[src/rtl/riscv_run_pkg.sv]
// Shared types and helpers for the RISC-V run monitor.
package riscv_run_pkg;

  // Run-control FSM encoding, kept as plain constants for legacy tools.
  typedef logic [1:0] run_state_e;
  localparam run_state_e StIdle    = 2'd0;
  localparam run_state_e StRstHold = 2'd1;
  localparam run_state_e StRun     = 2'd2;
  localparam run_state_e StDone    = 2'd3;

  localparam int unsigned DefResetCycles = 2;
  localparam int unsigned DefMaxCycles   = 50;

  // Index of the lowest set bit; 0 when no bit is set.
  function automatic int unsigned lowest_set_idx(input logic [31:0] vec);
    int unsigned idx;
    idx = 0;
    for (int i = 31; i >= 0; i--) begin
      if (vec[i]) idx = i;
    end
    return idx;
  endfunction

endpackage

[src/rtl/riscv_run_monitor_prio_enc.sv]
// Lowest-index priority encoder with a valid flag.
module run_prio_enc
  import riscv_run_pkg::*;
#(
  parameter int unsigned Width = 1,
  parameter int unsigned IdxW  = 1
) (
  input  logic [Width-1:0] req_i,
  output logic [IdxW-1:0]  idx_o,
  output logic             valid_o
);

  logic [31:0] req_ext;

  // Zero-extend the request so the shared helper can scan a fixed width.
  always_comb begin
    req_ext             = '0;
    req_ext[Width-1:0]  = req_i;
    idx_o               = IdxW'(lowest_set_idx(req_ext));
    valid_o             = |req_i;
  end

endmodule

[src/rtl/riscv_run_monitor.sv]
// Run-control and end-of-test monitor for NUM_HARTS RISC-V cores.
// Optional per-hart trap timestamps: define RUN_MON_TRAP_STAMP_EN.
module riscv_run_monitor
  import riscv_run_pkg::*;
#(
  parameter int unsigned NUM_HARTS    = 1,
  parameter int unsigned RESET_CYCLES = DefResetCycles,
  parameter int unsigned MAX_CYCLES   = DefMaxCycles,
  parameter int unsigned WAIT_ALL     = 0,
  parameter int unsigned CNT_W        = $clog2(MAX_CYCLES + 1),
  parameter int unsigned ID_W         = (NUM_HARTS > 1) ? $clog2(NUM_HARTS) : 1
) (
  input  logic                       clk,
  input  logic                       reset,
  input  logic                       start,
  input  logic [NUM_HARTS-1:0]       trap,
  output logic                       core_reset,
  output logic                       running,
  output logic                       done,
  output logic                       timed_out,
  output logic [NUM_HARTS-1:0]       trap_seen,
  output logic [ID_W-1:0]            first_trap_id,
`ifdef RUN_MON_TRAP_STAMP_EN
  output logic [NUM_HARTS*CNT_W-1:0] trap_stamp,
`endif
  output logic [CNT_W-1:0]           cycle_cnt
);

  localparam int unsigned RstW = (RESET_CYCLES > 1) ? $clog2(RESET_CYCLES) : 1;

  run_state_e           state_q, state_d;
  logic [RstW-1:0]      rst_cnt_q, rst_cnt_d;
  logic                 core_reset_q, core_reset_d;
  logic                 running_q, running_d;
  logic                 done_q, done_d;
  logic                 timed_out_q, timed_out_d;
  logic [NUM_HARTS-1:0] trap_seen_q, trap_seen_d;
  logic [ID_W-1:0]      first_trap_id_q, first_trap_id_d;
  logic [CNT_W-1:0]     cycle_cnt_q, cycle_cnt_d;
`ifdef RUN_MON_TRAP_STAMP_EN
  logic [NUM_HARTS*CNT_W-1:0] stamp_q, stamp_d;
`endif

  logic [ID_W-1:0] prio_idx;
  logic            prio_valid;
  logic            terminate;

  run_prio_enc #(
    .Width (NUM_HARTS),
    .IdxW  (ID_W)
  ) u_prio_enc (
    .req_i   (trap),
    .idx_o   (prio_idx),
    .valid_o (prio_valid)
  );

  // Next-state logic; outputs are derived from the next state so they are registered.
  always_comb begin
    state_d         = state_q;
    rst_cnt_d       = rst_cnt_q;
    done_d          = done_q;
    timed_out_d     = timed_out_q;
    trap_seen_d     = trap_seen_q;
    first_trap_id_d = first_trap_id_q;
    cycle_cnt_d     = cycle_cnt_q;
`ifdef RUN_MON_TRAP_STAMP_EN
    stamp_d         = stamp_q;
`endif
    terminate = (WAIT_ALL != 0) ? &(trap_seen_q | trap) : |trap;

    case (state_q)
      StIdle, StDone: begin
        if (start) begin
          state_d         = StRstHold;
          rst_cnt_d       = '0;
          done_d          = 1'b0;
          timed_out_d     = 1'b0;
          trap_seen_d     = '0;
          first_trap_id_d = '0;
          cycle_cnt_d     = '0;
`ifdef RUN_MON_TRAP_STAMP_EN
          stamp_d         = '0;
`endif
        end
      end
      StRstHold: begin
        if (rst_cnt_q == RstW'(RESET_CYCLES - 1)) begin
          state_d = StRun;
        end else begin
          rst_cnt_d = rst_cnt_q + 1'b1;
        end
      end
      StRun: begin
        cycle_cnt_d = cycle_cnt_q + 1'b1;
        trap_seen_d = trap_seen_q | trap;
        // An empty trap_seen means this is the first trap cycle of the run.
        if (prio_valid && (trap_seen_q == '0)) begin
          first_trap_id_d = prio_idx;
        end
`ifdef RUN_MON_TRAP_STAMP_EN
        for (int h = 0; h < int'(NUM_HARTS); h++) begin
          if (trap[h] && !trap_seen_q[h]) begin
            stamp_d[h*CNT_W +: CNT_W] = cycle_cnt_q;
          end
        end
`endif
        // Trap takes priority over a coincident timeout.
        if (terminate) begin
          state_d = StDone;
          done_d  = 1'b1;
        end else if (cycle_cnt_q == CNT_W'(MAX_CYCLES - 1)) begin
          state_d     = StDone;
          done_d      = 1'b1;
          timed_out_d = 1'b1;
        end
      end
      default: state_d = StIdle;
    endcase

    core_reset_d = (state_d != StRun);
    running_d    = (state_d == StRun);
  end

  // State and status registers with synchronous reset.
  always_ff @(posedge clk) begin
    if (reset) begin
      state_q         <= StIdle;
      rst_cnt_q       <= '0;
      core_reset_q    <= 1'b1;
      running_q       <= 1'b0;
      done_q          <= 1'b0;
      timed_out_q     <= 1'b0;
      trap_seen_q     <= '0;
      first_trap_id_q <= '0;
      cycle_cnt_q     <= '0;
`ifdef RUN_MON_TRAP_STAMP_EN
      stamp_q         <= '0;
`endif
    end else begin
      state_q         <= state_d;
      rst_cnt_q       <= rst_cnt_d;
      core_reset_q    <= core_reset_d;
      running_q       <= running_d;
      done_q          <= done_d;
      timed_out_q     <= timed_out_d;
      trap_seen_q     <= trap_seen_d;
      first_trap_id_q <= first_trap_id_d;
      cycle_cnt_q     <= cycle_cnt_d;
`ifdef RUN_MON_TRAP_STAMP_EN
      stamp_q         <= stamp_d;
`endif
    end
  end

  assign core_reset    = core_reset_q;
  assign running       = running_q;
  assign done          = done_q;
  assign timed_out     = timed_out_q;
  assign trap_seen     = trap_seen_q;
  assign first_trap_id = first_trap_id_q;
  assign cycle_cnt     = cycle_cnt_q;
`ifdef RUN_MON_TRAP_STAMP_EN
  assign trap_stamp    = stamp_q;
`endif

endmodule

[config.mk]
export PLATFORM = sky130hd
export DESIGN_NAME = riscv_run_monitor
export DESIGN_NICKNAME = d
export VERILOG_FILES = /design/src/rtl/riscv_run_pkg.sv /design/src/rtl/riscv_run_monitor_prio_enc.sv /design/src/rtl/riscv_run_monitor.sv
export SDC_FILE = /design/constraint.sdc
export NUM_CORES = 1
export LEC_CHECK = 0
export ABC_AREA = 1
export CORE_AREA = 2 2 39 41
export CTS_BUF_LIST = sky130_fd_sc_hd__clkbuf_8
export DETAILED_ROUTE_END_ITERATION = 10
export DIE_AREA = 0 0 41 43
export PLACE_DENSITY_LB_ADDON = 0.05
export SYNTH_ARGS = -nofsm -noshare
export SYNTH_HDL_FRONTEND = slang
export SYNTH_SLANG_ARGS = --single-unit
[constraint.sdc]
create_clock -name clk -period 4.6 [get_ports clk]
set_clock_uncertainty 0.2 [all_clocks]
set_input_delay 0.92 -clock clk [delete_from_list [all_inputs] [get_ports clk]]
set_output_delay 0.92 -clock clk [all_outputs]
set_load 0.05 [all_outputs]
# == Word level (Yosys, flattened, before mapping) ==
# Index checks and enable logic that the tools add are counted.
# totals
output_inout_bits,12
wordCells,52
reg_bits,15
mem_count,0
ramBits,0
mem_bits_ro,0
input_bits,4
latchBits,0
# classes
n_div,0
eq_ne,11
bitwise,2
order_cmp,0
mux,18
n_mul,0
n_addsub,2
reduce_logical,10
shifts,0
# ops
cell,count
$pmux W6 S2,1
$ne A2 B2 Y1 const B,5
$pmux W1 S2,5
$mux W2,4
$add A6 B1 Y6 const B,1
$eq A2 B2 Y1 const B,3
$eq A6 B6 Y1 const B,1
$mux W1,6
$mux W6,1
$pmux W2 S3,1
$reduce_and A3 Y1,2
$reduce_and A2 Y1,2
$reduce_and A4 Y1,1
$reduce_bool A2 Y1,2
$ne A3 B3 Y1 const B,1
$eq A2 B1 Y1 const B,1
$logic_not A2 Y1,1
$reduce_or A2 Y1,1
$add A1 B1 Y1 const B,1
$logic_and A1 B1 Y1,1
$not A1 Y1,1
$or A1 B1 Y1,1

# == Longest topological paths before layout ==
# Gate-level depths: netlist of run 1.
# depth
word_depth,5
ltp_mapped,10
mapped_depth_nobuf,10

# == Cells and area by module ==
# Synthesis of run 1 repeated with hierarchy kept, for this count alone.
# hier_totals
cells_unflattened,103
area_unflattened_um2,747.0
# modules_own_cells
mod,instances,cells_per_inst,area_per_inst_um2,seq_area_each_um2
riscv_run_monitor,1,100,728.2,300.3
run_prio_enc,1,3,18.8,0.0

# == Worst setup path after synthesis of run 1 ==
# Ideal clock, no wire load.
# synth_path
kind,input -> register
from,input port start
to,register cycle_cnt_q[5] (netlist: cycle_cnt[5])
slack_ns,2.795
t_required_ns,4.286
setup_time_ns,0.114
path_buffers,0
arrival_ns,1.490
stages,7
cell_sequence,nand2_2 > o21ai_2 > nand3_2 > nor2_1 > nand2_1 > nand2_1 > nor2_1
# synth_via
elab_chain_len,2
# synth_lines
item,line_no,rtl
"start, declared",riscv_run_monitor.sv:15,"input logic start,"
$ne A2 B2 Y1 (no line),n/a,
$reduce_and A2 Y1 (no line),n/a,
"end signal, assigned",riscv_run_monitor.sv:148,cycle_cnt_q <= cycle_cnt_d;
"end, declared",riscv_run_monitor.sv:39,"logic [CNT_W-1:0] cycle_cnt_q, cycle_cnt_d;"
# No other way between the ends.
# A chain may end at the register's enable or synchronous reset.

# == Final worst setup path of run 1 ==
# layout_path
from,register cycle_cnt_q[0] (netlist: cycle_cnt[0])
to,output port cycle_cnt[0]
# layout_rtl
item,line_no,rtl
"end, declared",riscv_run_monitor.sv:26,output logic [CNT_W-1:0] cycle_cnt
# No word-level cell between the ends.

==> impl_results.md, run 1 <==
* Clock power frac at 0.424
* Htree depth at 1
* Final worst path period share at 0.5727
* Vias in the first global route at 529
* Pwr dens at 318.6 nW/um^2
* Mapped Cells at 102
* Top delay family on crit path: buffers and inverters
* Share of the synthesized area in the top cell type at 0.4043
* First-pass GRT wire length at 2083 um
* VDD IR max at 0.0001961 V
* CTS tree: done
* ANT nets after route at 0
* Initial Utilization at 0.5009
* Setup CP Type: reg2out
* Slew @ Worst Pin at 0.4965 ns
* Largest net degree at the start of global routing at 9
* Async SR Flop Fraction at 0
* Largest family of logic cells by synthesized area: simple AND/OR/NAND/NOR gates
* Synth Area in Compound Gates at 0.1029
* N_diodes at 0
* Worst slew margin at 0.6680
* Psw at 0.07390 mW
* Clock root buffer: clkbuf_8
* GR Overflow Total at 0
* Post-CTS sizing at 0
* Post-Synth XOR/XNOR Area at 0
* Sequential fraction of the synthesis area at 0.4043
* Layout cell share with drive strength beyond 1 at 0.08403
* Cts bufs inserted at 3
* FMAX at 379.6 MHz
* Critical Path Fanout Max at 6
* Post-Route Utilization at 0.6510
* Top FF cell, synth: dfxtp_1
* First drt pass iteration count at 4
* # hold bufs at CTS at 0
* Internal power at 0.2131 mW
* Post-CTS Setup Inserts at 0
* Die width at 41 um
* Sw Share at 0.2575
* Combinational fraction of design power at 0.135
* DR vias/cell at 4.726
* Hold WC Path Type: reg2reg
* Adder-cell share of the synthesized area at 0.07220
* DR WL/cell at 9.711 um
* Simple-Gate Fraction of Synth Area at 0.3123
* Setup TNS at 0 ns
* Max incr delay on CP at 0.84 ns
* Flop pwr share at 0.440
* Port buffer count at 14
* Reg area at 280.3 um^2
* DIE HEIGHT at 43 um
* Worst path bufs/invs at 1
* Critical Path Slowest Stage Cell: clkdlybuf4s50_1
* Gp weighted congestion at 0.7872
* Crit. End Element: primary output
* Drc violations at 0
* Routed via count at 638
* Detail Placement HPWL at 995.9 um
* Initial antenna violation count at 0
* Synth-to-Final Area Change at 29.96%
* Flops & latches, synth at 14
* RSZ-0062 raised after global routing: no
* Max Cap Violations at 0
* Leakage power at 0.3723 nW
* Final wirelength at 1311 um
* Final setup violation count at 0
* Drt first-iter violations at 11
* Reg clk slew, reported paths at 0.06 ns
* Fillcell total at 138
* Number of synthesized flops with an enable pin at 0
* Pins Over Slew Limit at 0
* Clock Tree Buf Depth at 2
* Synth warn at 0
* IO Pins at 16
* Mapped cell area at 693.2 um^2
* Worst skew pair latency at 0.25 ns
* Final nets at 128
* Outcome: finished, final reports clean
* # rows at 14
* Die Area at 1763 um^2
* Crit-path cells: clkdlybuf4s50_1
* Top cells by area, synth: dfxtp_1 (40%), nand2_1 (14%), nor2_1 (10%), inv_1 (7.6%), a21oi_1 (7.2%)
* Netlist cell types at 18
* Final Critical Period at 2.634 ns
* Synth area leader: dfxtp_1
* Worst Path Arrival at 1.51 ns
* Required @ worst endpoint at 3.48 ns
* Final hold vios at 0
* GRT Total Usage at 0.1803
* Avg Cell Area, Syn at 6.796 um^2
* Multi-input logic area at 341.6 um^2
* Mux cell area share after synthesis at 0
* Syn nets at 110
* Core footprint at 1384 um^2
* Startpoint types: flip-flop
* Clk sinks at 14
## kinds of logic (layout without fill, tap and decap cells)
family | after synthesis | in the layout
AO/OA/AOI/OAI | 13 | 13
adder cells (fa/ha/maj) | 4 | 4
buffers and inverters | 18 | 35
flip-flops | 14 | 14
other | 1 | 1
AND/OR/NAND/NOR | 52 | 52
## power by group through the flow
stage	clock, mW	sequential [mW]	combinational [mW]
final	0.122	0.126	0.0388
after CTS	0.125	0.126	0.0390
after detailed placement	0	0.129	0.0386
after global placement	0	0.129	0.0382
after global routing	0.131	0.127	0.0432
after floorplan	0	0.133	0.0247
## metrics by stage
step	hold slack (ns)	std cells	power, mW	area, um^2	setup WS, ns
3_5_place_dp	0.2667	131	0.1676	845.8	2.200
5_1_grt	0.3008	135	0.3009	900.9	1.905
4_1_cts	0.2755	135	0.2902	900.9	1.956
3_3_place_gp	0.2622	131	0.1672	845.8	2.157
6_report	0.2753	135	0.2870	900.9	1.966
2_1_floorplan	0.2377	102	0.1575	693.2	2.795
## per-layer routing
metal	vias to the layer above	GRT usage	share of wire
li1	345	-	-
met1	279	0.2185	0.47
met2	12	0.2656	0.47
met3	2	0.06283	0.040
met4	0	0.1000	0.016
met5	-	0	0
## cell usage after synthesis, types with 2 or more instances
master / count
inv_2: 2
dfxtp_1: 14
nand2_1: 25
nor2_1: 19
ha_1: 4
nand3_1: 3
nor3_1: 2
inv_1: 14
a21oi_1: 10
## worst paths after layout
check / cells after the start / end / startpoint / slack [ns]
hold / removal: 2 / rst_cnt_q / rst_cnt_q / 0.28
setup reg to reg: 8 / cycle_cnt[5] / state_q[0] / 2.74
setup / recovery: 1 / cycle_cnt[0] / cycle_cnt[0] / 1.97
hold reg to reg: 2 / rst_cnt_q / rst_cnt_q / 0.28
## final cells by class
| type | instances | area share |
|---|---|---|
| sequential | 14 | 0.3111 |
| tap | 16 | 0.02222 |
| clock buffer | 4 | 0.06111 |
| inverter | 17 | 0.07083 |
| multi-input combinational | 70 | 0.3792 |
| timing repair buffer | 14 | 0.1556 |
## state kept, by name, indices dropped and copies added (netlist names)
signal,count
cycle_cnt,6
done,1
state_q,2
rst_cnt_q,1
core_reset,1
running,1
trap_seen,1
timed_out,1
## cells in the final DEF (no fill, tap or decap), drive strengths merged
master | netlist | layout
clkdlybuf4s50 | 0 | 14
clkinv | 1 | 1
nor2 | 19 | 19
nor3 | 3 | 3
ha | 4 | 4
a211oi | 1 | 1
nand3 | 4 | 4
a21oi | 10 | 10
conb | 1 | 1
o21ai | 2 | 2
dfxtp | 14 | 14
nand2 | 26 | 26
clkbuf | 0 | 4
inv | 16 | 16
Note: power is estimated with default switching activity, not from simulation.
==> run 2: changes to the inputs <==
CORE_AREA = not set   (was 2 2 39 41)
CORE_MARGIN = 2   (was not set)
CORE_UTILIZATION = 45   (was not set)
DIE_AREA = not set   (was 0 0 41 43)
clock period = 2.4 ns   (was 4.6 ns; I/O delays follow)
==> impl_results.md, run 2 (synthesized netlist as in run 1, its figures left out) <==
* Detail Placement HPWL at 979.5 um
* Hold WC Path Type: reg2reg
* Core footprint at 1471 um^2
* Synth-to-Final Area Change at 27.98%
* Max incr delay on CP at 0.84 ns
* Psw at 0.1298 mW
* RSZ-0062 raised after global routing: no
* Internal power at 0.3737 mW
* Outcome: finished, final reports clean
* Fillcell total at 149
* RR Startpoint: state_q[0]
* Post-CTS Setup Inserts at 0
* GRT Total Usage at 0.1624
* Final hold vios at 0
* Largest net degree at the start of global routing at 9
* Crit. End Element: primary output
* N_diodes at 0
* Reg area at 280.3 um^2
* Setup TNS at 0 ns
* DR WL met2 at 538 um
* Leakage power at 0.3651 nW
* CP Launch Point: cycle_cnt[3]
* Required @ worst endpoint at 1.72 ns
* Die Area at 1870 um^2
* Initial Utilization at 0.4711
* Final nets at 128
* R2R setup slack at 0.49 ns
* Most common cell after layout, fill and taps aside: nand2_1
* # rows at 14
* Critical Path Fanout Max at 6
* Worst path bufs/invs at 1
* Metal3 WL at 44 um
* Htree depth at 1
* Final setup violation count at 0
* Final wirelength at 1287 um
* Clk sinks at 14
* Vias in the first global route at 520
* Die width at 43.25 um
* DR vias/cell at 4.642
* Layout cell share with drive strength beyond 1 at 0.07627
* Top delay family on crit path: buffers and inverters
* Reg clk slew, reported paths at 0.06 ns
* Drt first-iter violations at 9
* Worst slew margin at 0.6663
* ANT nets after route at 0
* Sw Share at 0.2577
* First drt pass iteration count at 4
* Total power at 0.5035 mW
* IO Pins at 16
* Startpoint types: flip-flop
* Post-CTS sizing at 0
* GR Overflow Total at 0
* Critical Path Slowest Stage Cell: clkdlybuf4s50_1
* Worst Path Arrival at 1.50 ns
* Clock power frac at 0.369
* Final Hold Slack at 0.2666 ns
* DR WL/cell at 9.604 um
* Worst skew pair latency at 0.24 ns
* Max Cap Violations at 0
* # hold bufs at CTS at 0
* Routed via count at 622
* Crit path depth at 1
* VDD IR max at 0.0002983 V
* Slew @ Worst Pin at 0.4990 ns
* Post-Place Cell Area at 845.8 um^2
* First-pass GRT wire length at 2263 um
* Worst Setup EP: cycle_cnt[3]
* Most frequent cells in the layout: nand2_1 (25), nor2_1 (19), inv_1 (14), dfxtp_1 (14), clkdlybuf4s50_1 (14)
* Combinational fraction of design power at 0.149
* Clock root buffer: clkbuf_8
* Cts bufs inserted at 3
* Final Critical Period at 2.180 ns
* Uppermost routed layer: met3
* Fin area at 887.1 um^2
* Clock Tree Buf Depth at 2
* Number of flip-flops in the largest register at 6
* CTS tree: done
* Crit Reg-Reg Endpoint: cycle_cnt[5]
* Crit-path cells: clkdlybuf4s50_1
* Pins Over Slew Limit at 0
* DIE HEIGHT at 43.25 um
* Multi-input logic area at 341.6 um^2
* Final worst path period share at 0.9085
* Wl on met1 at 704 um
* FMAX at 458.6 MHz
* Setup CP Type: reg2out
* Pwr dens at 567.6 nW/um^2
* Flop pwr share at 0.481
* Drc violations at 0
* Post-Route Utilization at 0.6029
* Port buffer count at 14
* Initial antenna violation count at 0
* FF-to-FF path depth at 8
* Gp weighted congestion at 0.8534
==> run 2: cell count changes in the layout (fill, tap and decap cells not counted) <==
| cell | delta |
|---|---|
| clkbuf_8 | -1 |
==> run 2: how the worst min path moves through the flow <==
| stage | startpoint | depth (start not counted) | to | slack, ns |
|---|---|---|---|---|
| 6_report | rst_cnt_q | 2 | rst_cnt_q | 0.27 |
| 3_5_place_dp | done | 2 | done | 0.26 |
| 3_3_place_gp | rst_cnt_q | 2 | rst_cnt_q | 0.28 |
| 2_1_floorplan | rst_cnt_q | 2 | rst_cnt_q | 0.24 |
| 4_1_cts | rst_cnt_q | 2 | rst_cnt_q | 0.27 |
| 5_1_grt | timed_out | 2 | timed_out | 0.30 |
==> run 2: worst min-delay path, stage by stage, from the launching register on <==
cell     delay [ns]
dfxtp_1        0.30
nand2_1        0.06
a21oi_1        0.06
==> run 2: power groups by stage <==
| stage | logic (mW) | registers [mW] | clock network (mW) |
|---|---|---|---|
| global placement | 0.0742 | 0.247 | 0 |
| finish | 0.0752 | 0.242 | 0.186 |
| CTS | 0.0750 | 0.242 | 0.191 |
| global route | 0.0837 | 0.243 | 0.199 |
| detailed placement | 0.0746 | 0.247 | 0 |
| floorplan | 0.0473 | 0.255 | 0 |
==> run 2: cell type report <==
cell class | instances | share of cell area
multi-input cells | 70 | 0.3850
flip-flops and latches | 14 | 0.3159
repair buffers | 14 | 0.1580
inverters | 17 | 0.07193
clock buffers | 3 | 0.04654
well taps | 16 | 0.02257
==> run 2: through the flow <==
stage               setup slack (ns)  std cells
global placement              0.3589        131
global route                  0.1623        134
detailed placement            0.4056        131
finish                        0.2196        134
floorplan                     0.6570        102
CTS                           0.2095        134
==> run 2: layer usage <==
metal,vias up,global-route usage
met2,11,0.2090
met4,0,0.07273
met5,-,0
met1,265,0.2474
li1,346,-
met3,0,0.04255
==> edit: new RTL, settings of run 2 <==
Build with the macro `RUN_MON_TRAP_STAMP_EN` defined.
--- a/src/rtl/riscv_run_monitor.sv
+++ b/src/rtl/riscv_run_monitor.sv
@@ -1,5 +1,7 @@
 // Run-control and end-of-test monitor for NUM_HARTS RISC-V cores.
 // Optional per-hart trap timestamps: define RUN_MON_TRAP_STAMP_EN.
+`define RUN_MON_TRAP_STAMP_EN
+
 module riscv_run_monitor
   import riscv_run_pkg::*;
 #(
Check against the original RTL (old outputs only; new: trap_stamp): equivalent (Yosys induction, for registers that start in step).
==> edit against run 2 <==
Power grew 35%; sequential cell count up 6; design area increased by 39%; clock power is 34% higher; area after synthesis increased by 35%; wire length increased by 47%; worst setup slack got worse by 0.067 ns; hold slack lost 0.0096 ns; largest cell class unchanged.
==> edit: results (changes against run 2) <==
num-multi-input-gates: 87  # was 70
worstPathArrival_ns: 1.57  # was 1.50 ns
finalCriticalPeriod_ns: 2.25  # was 2.18 ns
synth_xor_xnor_area_share: 0.00938  # was 0
use_met3: 0.0273  # was 0.0426
met2WireLength_um: 936  # was 538 um
synth_cell_types: 24  # was 18
multi_input_area_share: 0.372  # was 0.385
worstReg2RegEnd: "trap_stamp[5]$_SDFFE_PP0P_"  # was cycle_cnt[5]$_SDFFE_PP0P_
inv_count: 15  # was 17
grt_pass1_wl_mm: 3.31  # was 2.26 mm
final_cell_count_no_fill: 177  # was 134
drive_gt1_frac: 0.0933  # was 0.0763
outcome: "completed"  # unchanged
dp.cells: 173  # was 131
seq_power_share: 0.505  # was 0.481
nFillCells: 209  # was 149
grt.total_usage: 0.172  # was 0.162
gr-usage-met1: 0.217  # was 0.247
synth-seq-area-share: 0.429  # was 0.404
yosys-top-cells-area: "dfxtp_1 43%, nand2_1 10%, a21oi_1 8.0%, inv_1 5.6%, nor2_1 5.6%"  # was dfxtp_1 40%, nand2_1 14%, nor2_1 10%, inv_1 7.6%, a21oi_1 7.2%
synth_fa_ha_area_frac: 0.0536  # was 0.0722
crit_fanout: 7  # was 6
drtIter0Drc: 7  # was 9
vias_per_cell: 5.02  # was 4.64
p_leak_nw: 0.484  # was 0.365 nW
routed_wl_mm: 1.90  # was 1.29 mm
synth_cells: 125  # was 102
nNetsFinal: 159  # was 128
[edit: cell count changes after synthesis, moves of 2 or more]
cell | run 2 | this run
a21oi_1 | 10 | 15
nor2_1 | 19 | 14
nand3b_1 | 0 | 2
o21ai_0 | 0 | 3
nand4_1 | 0 | 4
nand3_1 | 3 | 8
dfxtp_1 | 14 | 20
[edit: how the worst min path moves through the flow]
stage / start / to / slack [ns] / depth (start not counted)
finish: done$_SDFFE_PP0P_ / done$_SDFFE_PP0P_ / 0.26 / 2
global placement: done$_SDFFE_PP0P_ / done$_SDFFE_PP0P_ / 0.24 / 2
CTS: done$_SDFFE_PP0P_ / done$_SDFFE_PP0P_ / 0.26 / 2
floorplan: rst_cnt_q$_SDFFE_PP0P_ / rst_cnt_q$_SDFFE_PP0P_ / 0.25 / 2
detailed placement: done$_SDFFE_PP0P_ / done$_SDFFE_PP0P_ / 0.25 / 2
global route: trap_stamp[3]$_SDFFE_PP0P_ / trap_stamp[3]$_SDFFE_PP0P_ / 0.28 / 2
